[src/rtl/mem_port_arbiter.sv]
// Two-requester arbiter (fetch / data) in front of a single memory port.
// Data wins by default; fetch is forced through after STARVE_MAX back-to-back data grants.
module mem_port_arbiter #(
    parameter int AW         = 8,
    parameter int DW         = 32,
    parameter int STARVE_MAX = 3
) (
    input  logic          clk,
    input  logic          rst_n,
    input  logic          if_req_i,
    input  logic [AW-1:0] if_addr_i,
    output logic [DW-1:0] if_rdata_o,
    output logic          if_done_o,
    input  logic          d_req_i,
    input  logic          d_we_i,
    input  logic [AW-1:0] d_addr_i,
    input  logic [DW-1:0] d_wdata_i,
    output logic [DW-1:0] d_rdata_o,
    output logic          d_done_o,
    output logic          m_req_o,
    output logic          m_we_o,
    output logic [AW-1:0] m_addr_o,
    output logic [DW-1:0] m_wdata_o,
    input  logic          m_ack_i,
    input  logic [DW-1:0] m_rdata_i
);

    localparam int SCW = (STARVE_MAX > 0) ? $clog2(STARVE_MAX + 1) : 1;
    localparam logic [SCW-1:0] STARVE_LIM = SCW'(STARVE_MAX);

    typedef enum logic [1:0] {
        IDLE    = 2'd0,
        SERVE_I = 2'd1,
        SERVE_D = 2'd2
    } state_t;

    state_t         state_q, state_d;
    logic [SCW-1:0] starve_q, starve_d;
    logic [AW-1:0]  m_addr_q, m_addr_d;
    logic [DW-1:0]  m_wdata_q, m_wdata_d;
    logic           m_we_q, m_we_d;
    logic [DW-1:0]  if_rdata_q, if_rdata_d;
    logic [DW-1:0]  d_rdata_q, d_rdata_d;
    logic           if_done_q, if_done_d;
    logic           d_done_q, d_done_d;
    logic           any_done;
    logic           if_want;
    logic           d_want;

    // No grant in a done cycle: a requester still holding its level request
    // cannot be re-served on a stale request, and the other side waits one cycle
    // so the starvation count sees the refreshed request set.
    assign any_done = if_done_q | d_done_q;
    assign if_want  = if_req_i & ~any_done;
    assign d_want   = d_req_i & ~any_done;

    always_comb begin
        state_d    = state_q;
        starve_d   = starve_q;
        m_addr_d   = m_addr_q;
        m_wdata_d  = m_wdata_q;
        m_we_d     = m_we_q;
        if_rdata_d = if_rdata_q;
        d_rdata_d  = d_rdata_q;
        if_done_d  = 1'b0;
        d_done_d   = 1'b0;
        case (state_q)
            IDLE: begin
                if (d_want && (!if_want || (starve_q < STARVE_LIM))) begin
                    state_d   = SERVE_D;
                    m_addr_d  = d_addr_i;
                    m_we_d    = d_we_i;
                    m_wdata_d = d_wdata_i;
                    if (if_want)
                        starve_d = (starve_q == STARVE_LIM) ? starve_q : starve_q + SCW'(1);
                    else
                        starve_d = '0;
                end else if (if_want) begin
                    state_d   = SERVE_I;
                    m_addr_d  = if_addr_i;
                    m_we_d    = 1'b0;
                    m_wdata_d = '0;
                    starve_d  = '0;
                end
            end
            SERVE_I: begin
                if (m_ack_i) begin
                    state_d    = IDLE;
                    if_done_d  = 1'b1;
                    if_rdata_d = m_rdata_i;
                end
            end
            SERVE_D: begin
                if (m_ack_i) begin
                    state_d  = IDLE;
                    d_done_d = 1'b1;
                    if (!m_we_q)
                        d_rdata_d = m_rdata_i;
                end
            end
            default: state_d = IDLE;
        endcase
    end

    always_ff @(posedge clk or negedge rst_n) begin
        if (!rst_n) begin
            state_q    <= IDLE;
            starve_q   <= '0;
            m_addr_q   <= '0;
            m_wdata_q  <= '0;
            m_we_q     <= 1'b0;
            if_rdata_q <= '0;
            d_rdata_q  <= '0;
            if_done_q  <= 1'b0;
            d_done_q   <= 1'b0;
        end else begin
            state_q    <= state_d;
            starve_q   <= starve_d;
            m_addr_q   <= m_addr_d;
            m_wdata_q  <= m_wdata_d;
            m_we_q     <= m_we_d;
            if_rdata_q <= if_rdata_d;
            d_rdata_q  <= d_rdata_d;
            if_done_q  <= if_done_d;
            d_done_q   <= d_done_d;
        end
    end

    assign m_req_o    = (state_q != IDLE);
    assign m_we_o     = m_we_q;
    assign m_addr_o   = m_addr_q;
    assign m_wdata_o  = m_wdata_q;
    assign if_rdata_o = if_rdata_q;
    assign d_rdata_o  = d_rdata_q;
    assign if_done_o  = if_done_q;
    assign d_done_o   = d_done_q;

endmodule
[config.mk]
export PLATFORM = sky130hd
export DESIGN_NAME = mem_port_arbiter
export DESIGN_NICKNAME = d
export VERILOG_FILES = /design/src/rtl/mem_port_arbiter.sv
export SDC_FILE = /design/constraint.sdc
export NUM_CORES = 1
export LEC_CHECK = 0
export ABC_AREA = 1
export CAP_MARGIN = 20
export CELL_PAD_IN_SITES_DETAIL_PLACEMENT = 1
export CELL_PAD_IN_SITES_GLOBAL_PLACEMENT = 1
export CORE_MARGIN = 1
export CORE_UTILIZATION = 33
export DETAILED_ROUTE_END_ITERATION = 16
export PLACE_DENSITY_LB_ADDON = 0.1
export SLEW_MARGIN = 20
export SYNTH_ARGS = -nofsm -noshare
export SYNTH_HDL_FRONTEND = slang
export SYNTH_SLANG_ARGS = --single-unit
[constraint.sdc]
create_clock -name clk -period 3.1 [get_ports clk]
set_clock_uncertainty 0.1 [all_clocks]
set_input_delay 0.93 -clock clk [delete_from_list [all_inputs] [get_ports clk]]
set_output_delay 0.93 -clock clk [all_outputs]
set_load 0.05 [all_outputs]
======== Word-level counts from Yosys, hierarchy flattened ========
Index checks and enable logic that the tools add are counted.
word-level totals
  bits in registers ....................... 111
  input bits .............................. 86
operators by class
  $add $sub $neg .......................... 1
  $lt $le $gt $ge ......................... 1
  equality and inequality tests ........... 6
  muxes and demuxes ....................... 17
  bitwise logic cells ..................... 5
  reductions and logical operators ........ 12
operators by type and width
  operator               count
  $mux W32               2
  $mux W8                2
  $mux W2                7
  $ne A3 B3 Y1 const B   2
  $reduce_and A2 Y1      3
  $reduce_and A3 Y1      2
  $mux W1                5
  $eq A2 B2 Y1 const B   2
  $pmux W2 S2            1
  $reduce_bool A2 Y1     2
  $add A2 B1 Y2 const B  1
  $and A1 B1 Y1          2
  $eq A2 B1 Y1 const B   1
  $logic_not A2 Y1       1
  $lt A2 B2 Y1 const B   1
  $ne A2 B1 Y1 const B   1
  $not A1 Y1             2
  $reduce_or A2 Y1       1
  $logic_and A1 B1 Y1    1
  $logic_not A1 Y1       1
  $logic_or A1 B1 Y1     1
  $or A1 B1 Y1           1

======== Logic depth before layout (Yosys ltp) ========
  depth after elaboration ................. 8
  mapped depth ............................ 8
  gate-level depth less buffers ........... 7

======== Worst setup path after synthesis ========
Ideal clock, no wire load.
  kind .................................... reg2out
  from .................................... register state_q[0]
  to ...................................... output port m_req_o
  arrival time ............................ 1.022 ns
  data required time ...................... 2.070 ns
  slack ................................... 1.048 ns
  cell stages (with the launch flop) ...... 4
  cell sequence ........................... dfrtp_1 -> inv_1 -> ha_1 -> inv_1
between the ends
  longest elaborated chain between the ends .. 1
ends and longest elaborated chain
  what                      line  source
  start: declaration        37    state_t state_q, state_d;
  start signal: assignment  117   state_q <= state_d;
  $reduce_bool A2 Y1        129   assign m_req_o = (state_q != IDLE);
  end: declaration          20    output logic m_req_o,
Every way passes these cells.

======== Worst setup path in the final report ========
  from .................................... register if_done_q, in the netlist if_done_o
  to ...................................... output port if_done_o
RTL lines
  what                      line  source
  start: declaration        44    logic if_done_q, if_done_d;
  start signal: assignment  124   if_done_q <= if_done_d;
  end: declaration          13    output logic if_done_o,
No word-level cell between the ends.

==> metrics.yaml <==
clock_network:
  clkTransAtPathRegs_ns: 0.07
  clockBufferDepth: 2
  clkSinkCount: 111
  cts-root-buf: "clkbuf_16"
  clk_latency_ns: 0.35
  cts_hold_buffers: 0
  cts_tree: "done"
  numCtsBuffers: 9
  h-tree-depth: 3
timing:
  tns_ns: 0
  rsz0062_at_grt: "no"
  fmax_ghz: 0.3682
  finalCritPeriodShare_pct: 87.61
  hold_viol_final: 0
  fin_ws_ns: 0.3841
  max_slew_margin_pct: 50.60
  finalSetupViolations: 0
  report.final.slew_viol_count: 0
  worst_slew_pin_slew_ns: 0.7399
  min_period_ns: 2.716
logic_synthesis:
  syn-cell-area_sq_um: 4513
  ys_seq_area_share_pct: 61.55
  synth_seq_cells: 111
  syn_inst: 491
  avgSynthCellArea_sq_um: 9.192
  ys_types: 21
  syn-num-nets: 581
  ys_warn_count: 0
global_routing:
  grt_pass1_vias: 4300
  overflow: 0
  grt_pass1_wl_mm: 21.78
  grt_antenna_before_repair: 0
  grtUsageTotal_pct: 19.47
  grt_max_degree: 66
critical_path:
  criticalPathCategory: "reg -> out"
  path_depth: 1
  required_ns: 2.07
  cp_slowest_stage_delay_ns: 0.87
  cp_slowest_cell: "clkdlybuf4s50_1"
  crit_path_start_kind: "register"
  crit_buf_inv: 1
  cp_top_family: "buffers and inverters"
  crit_chain: "clkdlybuf4s50_1"
  endpoint_kind: "output port"
  arrival_ns: 1.69
  reg2reg_depth: 7
  crit_fanout: 3
finish:
  area_growth_pct: 52.92
  num_antenna_cells: 0
  nets: 766
  finalInstanceArea_sq_um: 6902
  drive_above_1_share_pct: 4.846
pwr:
  p_leak_uw: 0.003399
  seqPwrFrac_pct: 29.6
  p_int_uw: 4070
  switching_share_pct: 49.44
  p_comb_share_pct: 56.2
  ir_worst_vdd_mv: 0.5908
  power_frac_clock_pct: 14.2
  p_total_uw: 8050
  power_density_nw_per_um2: 1166
  switchingPower_uw: 3980
route:
  drt_iter0_drc: 142
  wl_per_cell_microns: 15.19
  drt_wl_total_mm: 13.02
  dr.pass1.iters: 4
  ant_nets: 0
  vias_per_cell: 4.609
  vias: 3950
  drc: 0
placed_design:
  dp_hpwl_mm: 9.346
  post-place-ws_ns: 0.1755
  placed_cell_area_sq_um: 6604
  gp_congestion: 0.7232
  port_buffers: 193
outcome:
  status: "complete, no violations"
floorplan:
  die_h_microns: 118.9
  io_pins: 194
  die_x_microns: 118.9
  core_area_sq_um: 13300
  fp.dieArea_sq_um: 14150
  start_util_pct: 33.95
  rows: 42
flow_run:
  cap_violations: 0
worst_hold_path:
  whs_path_depth: 2
  hold_path.class: "reg -> reg"
[path summary, 6_finish.rpt]
path	start	endpoint	slack, ns
worst min-delay path	m_wdata_o[10]$_DFFE_PN0P_	m_wdata_o[10]$_DFFE_PN0P_	0.38
worst max-delay path	if_done_o$_DFF_PN0_	if_done_o	0.38
max in group asynchronous	rst_n	m_addr_o[0]$_DFFE_PN0P_	1.83
worst min register to register	m_wdata_o[10]$_DFFE_PN0P_	m_wdata_o[10]$_DFFE_PN0P_	0.38
min in group asynchronous	rst_n	m_wdata_o[29]$_DFFE_PN0P_	0.42
worst max register to register	state_q[1]$_DFFE_PN0P_	m_wdata_o[22]$_DFFE_PN0P_	1.25
[power by group through the flow]
| stage | registers, uW | clock network (uW) | logic (uW) |
|---|---|---|---|
| 2_1_floorplan | 4350 | 0 | 1000 |
| 3_3_place_gp | 2380 | 0 | 4480 |
| 3_5_place_dp | 2410 | 0 | 4580 |
| 4_1_cts | 2390 | 1180 | 4590 |
| 5_1_grt | 2460 | 1230 | 4810 |
| 6_report | 2380 | 1140 | 4530 |
[flip-flops by register name (all words and copies together), names as in the netlist]
signal      count
if_done_o       1
m_addr_o        8
m_wdata_o      32
m_we_o          1
d_done_o        1
starve_q        2
if_rdata_o     32
state_q         2
d_rdata_o      32
[final cells by class]
type / instances / area (sq um)
clock inverter: 3 / 22.52
clock buffer: 13 / 270.3
fill: 1543 / 6394
tap: 176 / 220.2
multi-input combinational: 296 / 1368
timing repair buffer: 201 / 2029
inverter: 57 / 214.0
sequential: 111 / 2778
[cells in the mapped netlist, drive strengths merged]
cell type	number	area, sq um
inv	57	214.0
nand4	8	50.05
ha	4	50.05
nand3	46	235.2
clkbuf	8	30.03
nand2	168	633.1
buf	19	128.9
nor2	3	43.79
or2	1	6.260
o21ai	65	336.6
dfrtp	111	2778
nor3b	1	7.510
[stage by stage]
step           hold slack [ns]  util (%)  instances
3_3_place_gp            0.3600     49.67        841
5_1_grt                 0.4070     51.91        857
4_1_cts                 0.3852     51.87        857
3_5_place_dp            0.3652     49.67        841
2_1_floorplan           0.3531         -        491
6_report                0.3816     51.91        857
[placed cells by master, fill, tap and decap left out, drive strengths merged]
cell type      Yosys  routed
clkinv             0       1
o21ai             65      65
clkbuf             8      13
nor3b              1       1
dlymetal6s2s       0       1
nand2            168     168
nand4              8       8
dfrtp            111     111
clkdlybuf4s50      0     191
buf               19       9
inv               57      59
nor2               3       3
nand3             46      46
or2                1       1
ha                 4       4
[cells by family (layout without fill, tap and decap cells)]
group	after synthesis	count (layout)	share of synthesized area, %
simple gates	227	227	21.62
flops	111	111	61.55
buf+inv	84	274	8.262
compound gates	65	65	7.458
fa+ha+maj	4	4	1.109
[what timing repair did]
item,in CTS,in global routing
buffers inserted,0,0
gates resized for setup,0,1
setup endpoints to repair,0,1
[layer usage]
metal,GRT usage (%),vias up,part of all wire (%)
met5,0,-,0
met4,6.883,0,1.5
met3,5.747,13,6.7
met2,33.63,113,50
met1,22.93,1921,42
li1,-,1903,-
[worst register-to-register path, stage by stage, from the launching register on]
cell and delay [ns]:
dfrtp_1 0.38, inv_1 0.08, ha_1 0.19, inv_1 0.18, nor2_8 0.06, inv_2 0.54, nand2_1 0.15, nand2_1 0.10
(Power assumes the default switching activity.)
